<file path="src/rtl/next_pc_logic.sv">
// rtl/next_pc_logic.sv - next-PC generator with return-address stack
//
// Purpose: combinational next-PC selection (stall/ret/call/jump/branch/
//   sequential) ahead of the PC register, with a small return-address
//   stack (RAS) holding call return points.
//
// Build option: NPC_RAS_WRAP_EN
//   defined   - RAS is circular; a Call on a full stack overwrites the oldest
//               entry and Stack_Depth stays at RAS_DEPTH.
//   undefined - a Call on a full stack drops the push; the stack is unchanged.
//   Stack_Overflow is set in both builds.
//
// Ports:
//   Clk             in  rising-edge clock
//   Clear           in  asynchronous active-high reset
//   PC              in  current PC
//   Stall           in  hold PC, suppress stack updates
//   Branch_Taken    in  conditional branch taken
//   Branch_Offset   in  two's-complement offset relative to PC+1
//   Jump            in  absolute jump to Jump_Target
//   Call            in  jump to Jump_Target and push PC+1
//   Ret             in  pop stack top into Next_PC
//   Jump_Target     in  absolute target for Jump/Call
//   Next_PC         out PC to load at the next edge
//   Stack_Depth     out valid RAS entries, 0..RAS_DEPTH
//   Stack_Overflow  out sticky: Call with stack full
//   Stack_Underflow out sticky: Ret with stack empty

module next_pc_logic #(
  parameter int PC_WIDTH  = 8,
  parameter int RAS_DEPTH = 4
) (
  input  logic                Clk,
  input  logic                Clear,
  input  logic [PC_WIDTH-1:0] PC,
  input  logic                Stall,
  input  logic                Branch_Taken,
  input  logic [PC_WIDTH-1:0] Branch_Offset,
  input  logic                Jump,
  input  logic                Call,
  input  logic                Ret,
  input  logic [PC_WIDTH-1:0] Jump_Target,
  output logic [PC_WIDTH-1:0] Next_PC,
  output logic [2:0]          Stack_Depth,
  output logic                Stack_Overflow,
  output logic                Stack_Underflow
);

  localparam int SPW = $clog2(RAS_DEPTH);
  localparam logic [2:0] DEPTH_FULL = 3'(RAS_DEPTH);

  logic [PC_WIDTH-1:0] ras_q [RAS_DEPTH];
  logic [SPW-1:0]      sp_q, sp_d;
  logic [2:0]          depth_q, depth_d;
  logic                ovf_q, ovf_d;
  logic                unf_q, unf_d;
  logic                push_en;

  logic [PC_WIDTH-1:0] pc_inc;
  logic [PC_WIDTH-1:0] stack_top;
  logic                stack_empty;
  logic                stack_full;

  // All arithmetic wraps at PC_WIDTH; the offset is already full width so
  // the two's-complement add sign-extends implicitly.
  assign pc_inc      = PC + PC_WIDTH'(1);
  // sp points at the next free slot, so the newest entry sits one below it.
  assign stack_top   = ras_q[sp_q - SPW'(1)];
  assign stack_empty = (depth_q == 3'd0);
  assign stack_full  = (depth_q == DEPTH_FULL);

  // Next-PC select: Stall > Ret > Call > Jump > Branch > sequential.
  always_comb begin
    Next_PC = pc_inc;
    if (Clear) begin
      Next_PC = '0;
    end else if (Stall) begin
      Next_PC = PC;
    end else if (Ret) begin
      Next_PC = stack_empty ? pc_inc : stack_top;
    end else if (Call || Jump) begin
      Next_PC = Jump_Target;
    end else if (Branch_Taken) begin
      Next_PC = pc_inc + Branch_Offset;
    end
  end

  // Stack next-state. Ret shadows Call in the same cycle, and a stalled
  // request is dropped entirely (the decoder re-presents it).
  always_comb begin
    sp_d    = sp_q;
    depth_d = depth_q;
    ovf_d   = ovf_q;
    unf_d   = unf_q;
    push_en = 1'b0;
    if (!Stall) begin
      if (Ret) begin
        if (stack_empty) begin
          unf_d = 1'b1;
        end else begin
          sp_d    = sp_q - SPW'(1);
          depth_d = depth_q - 3'd1;
        end
      end else if (Call) begin
        if (stack_full) begin
          ovf_d = 1'b1;
`ifdef NPC_RAS_WRAP_EN
          // When full, sp has wrapped onto the oldest entry: overwrite it.
          push_en = 1'b1;
          sp_d    = sp_q + SPW'(1);
`endif
        end else begin
          push_en = 1'b1;
          sp_d    = sp_q + SPW'(1);
          depth_d = depth_q + 3'd1;
        end
      end
    end
  end

  always_ff @(posedge Clk or posedge Clear) begin
    if (Clear) begin
      sp_q    <= '0;
      depth_q <= '0;
      ovf_q   <= 1'b0;
      unf_q   <= 1'b0;
      for (int i = 0; i < RAS_DEPTH; i++) begin
        ras_q[i] <= '0;
      end
    end else begin
      sp_q    <= sp_d;
      depth_q <= depth_d;
      ovf_q   <= ovf_d;
      unf_q   <= unf_d;
      if (push_en) begin
        ras_q[sp_q] <= pc_inc;
      end
    end
  end

  assign Stack_Depth     = depth_q;
  assign Stack_Overflow  = ovf_q;
  assign Stack_Underflow = unf_q;

endmodule
</file>
<file path="config.mk">
export PLATFORM = sky130hd
export DESIGN_NAME = next_pc_logic
export DESIGN_NICKNAME = d
export VERILOG_FILES = /design/src/rtl/next_pc_logic.sv
export SDC_FILE = /design/constraint.sdc
export NUM_CORES = 1
export LEC_CHECK = 0
export ABC_AREA = 1
export CAP_MARGIN = 10
export CORE_MARGIN = 4
export CORE_UTILIZATION = 45
export DETAILED_ROUTE_END_ITERATION = 8
export PLACE_DENSITY_LB_ADDON = 0.15
export SETUP_SLACK_MARGIN = 0.1
export SLEW_MARGIN = 25
export SYNTH_ARGS = -nofsm -noshare
export SYNTH_HDL_FRONTEND = slang
export SYNTH_SLANG_ARGS = --single-unit
</file>
<file path="constraint.sdc">
create_clock -name Clk -period 4.7 [get_ports Clk]
set_input_delay 0.94 -clock Clk [delete_from_list [all_inputs] [get_ports Clk]]
set_output_delay 0.94 -clock Clk [all_outputs]
set_load 0.005 [all_outputs]
</file>
# ---- Yosys cells after proc, flatten, opt, wreduce, memory -nomap -nowiden
# Index checks and enable logic that the tools add are counted.
# Widths: inputs -> output; s select.
dict set report word_totals {
  reg_bits 39
  word_cells 55
}
dict set report op_classes {
  add_sub_neg 6
  n_lt_le_gt_ge 3
  eq_ne 3
  mux 24
  n_bitwise 4
  n_reduce_logical 7
}
# cell n
set op_table {}
lappend op_table {{$mux 8} 9}
lappend op_table {{$bwmux 32} 1}
lappend op_table {{$bmux 8 s2} 1}
lappend op_table {{$demux 8 s2} 1}
lappend op_table {{$mux 3} 4}
lappend op_table {{$add 8x1->8 const B} 1}
lappend op_table {{$add 8x8->8} 1}
lappend op_table {{$mux 2} 4}
lappend op_table {{$reduce_and 4->1} 2}
lappend op_table {{$ge 3x3->1 const B} 2}
lappend op_table {{$not 2->3} 2}
lappend op_table {{$mux 1} 4}
lappend op_table {{$ne 2x2->1 const B} 2}
lappend op_table {{$add 3x1->3 const B} 1}
lappend op_table {{$eq 3x3->1 const B} 1}
lappend op_table {{$logic_not 3->1} 1}
lappend op_table {{$lt 3x1->1 const B} 1}
lappend op_table {{$reduce_and 3->1} 1}
lappend op_table {{$sub 3x1->3 const B} 1}
lappend op_table {{$add 2x1->2 const B} 1}
lappend op_table {{$not 1->1} 2}
lappend op_table {{$reduce_bool 2->1} 1}
lappend op_table {{$sub 2x1->2 const B} 1}
lappend op_table {{$logic_and 1x1->1} 1}
lappend op_table {{$logic_or 1x1->1} 1}

# ---- Depth between registers and ports, before layout
# Gate-level depths: netlist of run 1.
dict set report logic_depth {
  depth_word 9
  depth_mapped 20
  depth_no_buf 20
}

# ---- Worst setup path after synthesis of run 1
# Ideal clock, no wire load.
dict set report synth_timing {
  kind {input -> output}
  from {input port PC[0]}
  to {output port Next_PC[7]}
  t_arrival_ns 2.728
  setup_slack_ns 1.032
  cell_stages 18
  cell_sequence {ha_1 > a31o_2 > nand2_1 > inv_1 > ha_1 > nand2_1 > nand2_1 > nand2_1 > nand2_1 > a21oi_1 > inv_1 > nand2_1 > nand3_1 > nand2_1 > nand2_1 > nand2_1 > nand2_1 > a21oi_1}
}
dict set report synth_via {
  elab_chain_cells 7
}
# element line_no
set synth_rtl {}
lappend synth_rtl {{start: declaration} 35} ;# input logic [PC_WIDTH-1:0] PC,
lappend synth_rtl {{$add 8x1->8} 66} ;# assign pc_inc = PC + PC_WIDTH'(1);
lappend synth_rtl {{via pc_inc[4]} 59} ;# logic [PC_WIDTH-1:0] pc_inc;
lappend synth_rtl {{$add 8x8->8} 84} ;# Next_PC = pc_inc + Branch_Offset;
lappend synth_rtl {{$mux 8} 83} ;# end else if (Branch_Taken) begin
lappend synth_rtl {{$mux 8} 81} ;# end else if (Call || Jump) begin
lappend synth_rtl {{$mux 8} 79} ;# end else if (Ret) begin
lappend synth_rtl {{$mux 8} 77} ;# end else if (Stall) begin
lappend synth_rtl {{$mux 8} 75} ;# if (Clear) begin
lappend synth_rtl {{end: declaration} 43} ;# output logic [PC_WIDTH-1:0] Next_PC,
# The timed path passes the listed nets, and every way through them passes these cells.

# ---- Final worst setup path of run 1
dict set report layout_timing {
  from {input port PC[2]}
  to {output port Next_PC[7]}
}
# Same word-level chain as after synthesis.

==> results of run 1 <==
-- flip-flops by register name, indices dropped and copies added (netlist names) --
signal           count
Stack_Depth          3
Stack_Overflow       1
ras_q               32
sp_q                 2
Stack_Underflow      1
-- report_power, final --
part	switching, mW	internal, mW	total (mW)	leakage (nW)
clock	0.120	0.134	0.254	0.0515
sequential	0.103	0.488	0.591	0.483
combinational	0.431	0.341	0.772	1.20
total	0.654	0.964	1.62	1.73
-- synthesized netlist by cell type, drive strengths merged --
cell type    n
a32o         3
o221ai       4
nor3         1
o21bai       1
o211ai       5
a31o         1
inv         43
nand3       21
ha          12
nor2        20
nand4        3
buf          2
clkinv       2
nand2      105
clkbuf      10
a21oi       27
xor2         4
or2          5
o21ai       56
dfrtp       39
o22ai        1
xnor2        5
fa           2
-- logic make-up (layout without fill, tap and decap cells) --
logic type | Yosys count | in the layout
and+or+nand+nor | 155 | 155
DFF | 39 | 39
buffers and inverters | 57 | 125
adders and majority gates | 14 | 14
xor gates and xnor gates | 9 | 9
AOI/OAI and AO/OA | 98 | 98
-- metal layers --
metal / track usage / wire, um / up-vias
met1: 0.299 / 3610 / 1266
met5: 0 / 0 / -
met3: 0.0427 / 449 / 14
li1: - / - / 1354
met4: 0.0719 / 178 / 0
met2: 0.338 / 3510 / 95
-- final cells by class --
class                   instances  share of cell area
multi-input cells             276               0.444
flip-flops and latches         39               0.274
repair buffers                 72               0.181
well taps                      72              0.0253
clock buffers                   8              0.0281
inverters                      45              0.0474
-- worst paths after layout --
path | from | endpoint | cells after the start
max | PC[2] | Next_PC[7] | 19
max in group asynchronous | Clear | ras_q[6]$_DFFE_PP0P_ | 3
min | ras_q[13]$_DFFE_PP0P_ | ras_q[13]$_DFFE_PP0P_ | 2
min reg2reg | ras_q[13]$_DFFE_PP0P_ | ras_q[13]$_DFFE_PP0P_ | 2
min in group asynchronous | Clear | ras_q[20]$_DFFE_PP0P_ | 2
max reg2reg | sp_q[0]$_DFFE_PP0P_ | ras_q[13]$_DFFE_PP0P_ | 7
-- critical path: stages --
cell,delay (ns)
clkdlybuf4s50_1,0.44
buf_4,0.16
nand2_1,0.08
inv_1,0.09
nor2_4,0.13
ha_4,0.23
a21oi_1,0.16
nand2_1,0.15
buf_4,0.16
a21oi_2,0.15
buf_4,0.13
nand3_1,0.06
nand3_1,0.08
nand2_1,0.06
nand2_1,0.05
nand2_1,0.04
nand2_1,0.05
a21oi_1,0.05
dlygate4sd2_1,0.28
-- through the flow --
step / hold WS (ns) / setup WS [ns] / instances / power [mW] / setup TNS [ns]
global placement: 0.458 / -0.0694 / 501 / 1.33 / -0.131
finish: 0.482 / 0.254 / 512 / 1.62 / 0
floorplan: 0.444 / 1.03 / 372 / 1.07 / 0
global route: 0.505 / 0.0881 / 512 / 1.75 / 0
CTS: 0.484 / 0.131 / 511 / 1.60 / 0
detailed placement: 0.464 / -0.119 / 501 / 1.35 / -0.285
-- timing repair --
item                       4_1_cts  5_1_grt
resized for setup               10       10
hold endpoints to repair         0        0
setup endpoints to repair        6        6
pin swaps                        1        1
buffers inserted                 2        1
hold buffers                     0        0
==> key figures, run 1 <==
Run status
  • Status: finished, final reports clean

Synthesis
  • Syn Nets: between 400 and 500
  • Top cell type's share of synthesized area: 0.362
  • Synth area leaders: dfrtp_1, nand2_1, o21ai_0, inv_1, ha_1
  • Post-Synth Simple-Gate Area: 0.245
  • Mapped Area: between 0.002 and 0.003 mm^2
  • Post-synthesis mux area share: 0
  • Yosys top cell by area: dfrtp_1
  • Largest family of logic cells by synthesized area: simple AND/OR/NAND/NOR gates
  • Compound-gate portion of the synthesized area: 0.203
  • Post-Synth XOR/XNOR Area: 0.0362
  • Synth cell types: 30
  • Flops & latches, synth: 39
  • Avg Inst Size Synth: around 7.2 um^2
  • Sequential fraction of the synthesis area: 0.362
  • Adder-Cell Fraction of Synth Area: 0.0705
  • Yosys warns: 0
  • Syn Inst Count: about 370

Routing
  • Wirelength per Cell: approximately 15 um
  • ANT nets after route: 0
  • WL final: around 7.7 mm
  • Post-route DRC: 0
  • Routed vias: around 2,700
  • Drt pass-1 iters: 4
  • DR vias/cell: about 5.3
  • Initial drt markers: between 150 and 200

Layout
  • Synth-to-Final Area Change: 32.2%
  • Most frequent cells in the layout: nand2_1, o21ai_0, inv_1
  • Nets: approximately 480
  • Final core utilization: 0.632
  • Number of diodes: 0
  • Area of the multi-input gates: 0.00158 mm^2
  • Post-route cell area: around 0.0036 mm^2
  • FILL cells: 520
  • Share of cells above drive strength 1: 0.148
  • Commonest non-fill, non-tap cell in the layout: nand2_1
  • Storage element area: around 980 um^2

STA
  • Final Hold Fails: 0
  • Max Clock Freq: about 220 MHz
  • Slew margin rel.: 0.626
  • Minimum clock period after layout: ~4.4 ns
  • Worst-margin pin slew: ~0.56 ns
  • RSZ-0062 raised after global routing: false
  • Clk_skew: between 0.003 and 0.004 ns
  • Fin crit share: 0.946
  • Final setup vio count: 0
  • Fin. max-slew vios: 0

Critical path
  • Worst Path Arrival: 3.51 ns
  • CP required: 3.76 ns
  • Crit path launch type: input pin
  • R2R setup slack: approximately 2.8 ns
  • Crit Path Class: input pin to primary output
  • Max FO, Critical Path: 5
  • Critical path capture point type: primary output

Floorplanning
  • Initial core utilization: 0.478
  • Chip height: 85.4 um
  • Die area: around 0.0073 mm^2
  • Num ports: 44
  • DIE WIDTH: 85.4 um
  • Core area: 0.00564 mm^2
  • Row count: 27

Clocking
  • Clock latency on the worst-skew pair: 0.29 ns
  • CTS Root Cell: clkbuf_8
  • Max Root-Sink Buffers: 2
  • CTS clk-pin slew, worst paths: around 0.080 ns
  • Clock Sinks: 39
  • Num CTS Buffers: 5
  • CTS tree: yes
  • H-tree depth: 2

GRT
  • Global-route wire length before repair: approximately 13 mm
  • Total gr overflow: 0
  • Initial antenna violation count: 0
  • Pin count of the biggest net entering global routing: 34
  • Global Route Usage Sum: 0.216
  • Vias in the first global route: approximately 2,600

Power
  • Leak: between 1.5 and 2 nW
  • VDD IR max: 323 uV
  • Pwr/cell area: roughly 450 mW/mm^2

Place
  • Port Buffer Count: 43
  • Hpwl dp: a little under 6 mm
  • Placed Area: approximately 0.0034 mm^2
  • Final Wtd Congestion: between 0.8 and 0.9

Job
  • Max Cap Viol: 0

Worst hold path
  • Hold Crit Class: flop to flop
No activity file was read; power rests on OpenSTA's default activity.
==> run 2, diff against run 1 <==
CTS_BUF_LIST = sky130_fd_sc_hd__clkbuf_8   (was unset)
==> run 2 against run 1 <==
  * Flip-flop and latch count stayed put
  * Via count is 0.55% higher
  * Wire length is 0.32% higher
  * Sequential share of layout area stayed put
  * Design area stayed put
  * Critical endpoint unchanged
==> key figures, run 2 (synthesized netlist as in run 1, its figures left out) <==
Routing
  • Post-route DRC: 0 (unchanged)
  • Drt pass-1 iters: 4 (unchanged)
  • ANT nets after route: 0 (unchanged)
  • Initial drt markers: 192 (+17%)
  • Routed vias: 2,744 (+0.55%)
  • Wirelength per Cell: 15.2 um (+0.32%)
  • WL final: 7.77 mm (+0.32%)
  • DR vias/cell: 5.36 (+0.55%)

Critical path
  • Critical path capture point type: primary output
  • Most common cell on crit path: nand2_1
  • CP required: 3.76 ns (about the same)
  • CP Cell Sequence: clkdlybuf4s50_1 -> buf_4 -> nand2_1 -> inv_1 -> nor2_4 -> ha_4 -> a21oi_1 -> nand2_1 -> buf_4 -> a21oi_2 -> buf_4 -> nand3_1 -> nand3_1 -> nand2_1 -> nand2_1 -> nand2_1 -> nand2_1 -> a21oi_1 -> dlygate4sd2_1
  • Crit path launch type: input pin
  • Crit Path Class: input pin to primary output
  • Delay of the slowest critical-path stage: 0.44 ns (about the same)
  • Max FO, Critical Path: 5 (unchanged)
  • Worst Path Arrival: 3.51 ns (about the same)
  • Slowest stage cell, crit path: clkdlybuf4s50_1

Power
  • Switching share of power: 0.404 (about the same)
  • VDD IR max: 322 uV (-0.34%)
  • Tot Pwr: 1.61 mW (-0.24%)
  • P_int: 961 uW (-0.23%)
  • Clk network pwr share: 0.156 (about the same)
  • Part of the power in combinational logic: 0.478 (about the same)
  • NetSw: 652 uW (-0.25%)
  • Leak: 1.73 nW (+0.24%)
  • Reg power frac: 0.366 (about the same)
  • Pwr/cell area: 453 mW/mm^2 (-0.24%)

Layout
  • Top reg by flops: ras_q
  • Commonest non-fill, non-tap cell in the layout: nand2_1
  • Post-route cell area: 0.00356 mm^2 (unchanged)
  • Synth-to-Final Area Change: 32.2% (unchanged)
  • Nets: 484 (unchanged)
  • Final core utilization: 0.632 (unchanged)
  • Share of cells above drive strength 1: 0.148 (unchanged)
  • Most frequent cells in the layout: nand2_1, o21ai_0, inv_1
  • Number of diodes: 0 (unchanged)
  • Max reg flops: 32 (unchanged)

Clocking
  • Clock Sinks: 39 (unchanged)
  • Clock latency on the worst-skew pair: 0.29 ns (about the same)
  • Max Root-Sink Buffers: 2 (unchanged)
  • CTS clk-pin slew, worst paths: 0.08 ns (about the same)
  • CTS Root Cell: clkbuf_8
  • H-tree depth: 2 (unchanged)
  • CTS tree: yes
  • Num CTS Buffers: 5 (unchanged)

Floorplanning
  • Die area: 0.00729 mm^2 (unchanged)
  • Core area: 0.00564 mm^2 (unchanged)
  • Row count: 27 (unchanged)
  • Chip height: 85.4 um (unchanged)
  • Num ports: 44 (unchanged)
  • DIE WIDTH: 85.4 um (unchanged)
  • Initial core utilization: 0.478 (unchanged)

STA
  • Clk_skew: 0.00257 ns (-0.000748 ns)
  • Max Clock Freq: 225 MHz (-0.13%)
  • Slew margin rel.: 0.635 (+0.00836)
  • Final Hold Fails: 0 (unchanged)
  • Fin crit share: 0.947 (+0.00121)
  • Fin. max-slew vios: 0 (unchanged)
  • Worst-margin pin slew: 0.545 ns (-0.0125 ns)
  • RSZ-0062 raised after global routing: false
  • Final setup vio count: 0 (unchanged)
  • Minimum clock period after layout: 4.45 ns (+0.00567 ns)

Job
  • Max Cap Viol: 0 (unchanged)

Run status
  • Status: finished, final reports clean

GRT
  • Global-route wire length before repair: 12.5 mm (about the same)
  • Pin count of the biggest net entering global routing: 34 (unchanged)
  • Vias in the first global route: 2,604 (+0.12%)
  • Total gr overflow: 0 (unchanged)
  • Initial antenna violation count: 0 (unchanged)
  • Global Route Usage Sum: 0.216 (unchanged)

Worst hold path
  • Hold Crit Class: flop to flop

Place
  • Port Buffer Count: 43 (unchanged)
  • Final Wtd Congestion: 0.868 (unchanged)
  • Hpwl dp: 5.84 mm (unchanged)
  • Placed Area: 0.00336 mm^2 (unchanged)
-- run 2: cell count changes in the layout (fill, tap and decap cells not counted), sizes merged --
cell	before	now
clkbuf	8	7
inv	43	44
-- run 2: per-layer routing --
metal	wire, um	GRT usage	vias up
met3	411	0.0427	12
met2	3500	0.338	92
li1	-	-	1354
met1	3700	0.299	1286
met5	0	0	-
met4	159	0.0719	0
-- run 2: cell type report --
| class | count | area (um^2) |
|---|---|---|
| Fill cell | 520 | 2080 |
| Multi-Input combinational cell | 276 | 1580 |
| Sequential cell | 39 | 976 |
| Timing Repair Buffer | 72 | 646 |
| Inverter | 45 | 169 |
| Clock buffer | 7 | 96.3 |
| Tap cell | 72 | 90.1 |
| Clock inverter | 1 | 3.75 |
-- run 2: timing repair --
item                       CTS  global route
setup endpoints to repair    6             6
hold buffers                 0             0
setup buffers                2             1
pin swaps                    1             1
resized for setup           10            10
-- run 2: final timing paths --
check | start | to | slack [ns] | cells after the start
hold reg to reg | ras_q[13]$_DFFE_PP0P_ | ras_q[13]$_DFFE_PP0P_ | 0.48 | 2
setup / recovery | PC[2] | Next_PC[7] | 0.25 | 19
max in group asynchronous | Clear | ras_q[14]$_DFFE_PP0P_ | 3.03 | 3
hold / removal | ras_q[13]$_DFFE_PP0P_ | ras_q[13]$_DFFE_PP0P_ | 0.48 | 2
setup reg to reg | sp_q[0]$_DFFE_PP0P_ | ras_q[13]$_DFFE_PP0P_ | 2.76 | 7
min in group asynchronous | Clear | ras_q[7]$_DFFE_PP0P_ | 0.93 | 2
-- run 2: power groups by stage --
| stage | sequential, mW | clock [mW] | combinational (mW) |
|---|---|---|---|
| 2_1_floorplan | 0.561 | 0 | 0.510 |
| 3_3_place_gp | 0.589 | 0 | 0.741 |
| 3_5_place_dp | 0.597 | 0 | 0.752 |
| 4_1_cts | 0.592 | 0.254 | 0.755 |
| 5_1_grt | 0.612 | 0.269 | 0.868 |
| 6_report | 0.591 | 0.251 | 0.772 |
-- run 2: worst max-delay path, delay by kind of cell --
family / cells / cell delay [ns]
AOI/OAI and AO/OA: 3 / 0.37
buffers and inverters: 6 / 1.27
adders and majority gates: 1 / 0.23
and+or+nand+nor: 9 / 0.70
-- run 2: stage by stage --
stage               std cells  setup TNS, ns  setup WS (ns)  hold WS, ns
floorplan                 372              0           1.03        0.444
global placement          501         -0.131        -0.0694        0.458
detailed placement        501         -0.285         -0.119        0.464
CTS                       511              0          0.131        0.484
global route              512              0         0.0881        0.505
finish                    512              0          0.249        0.484
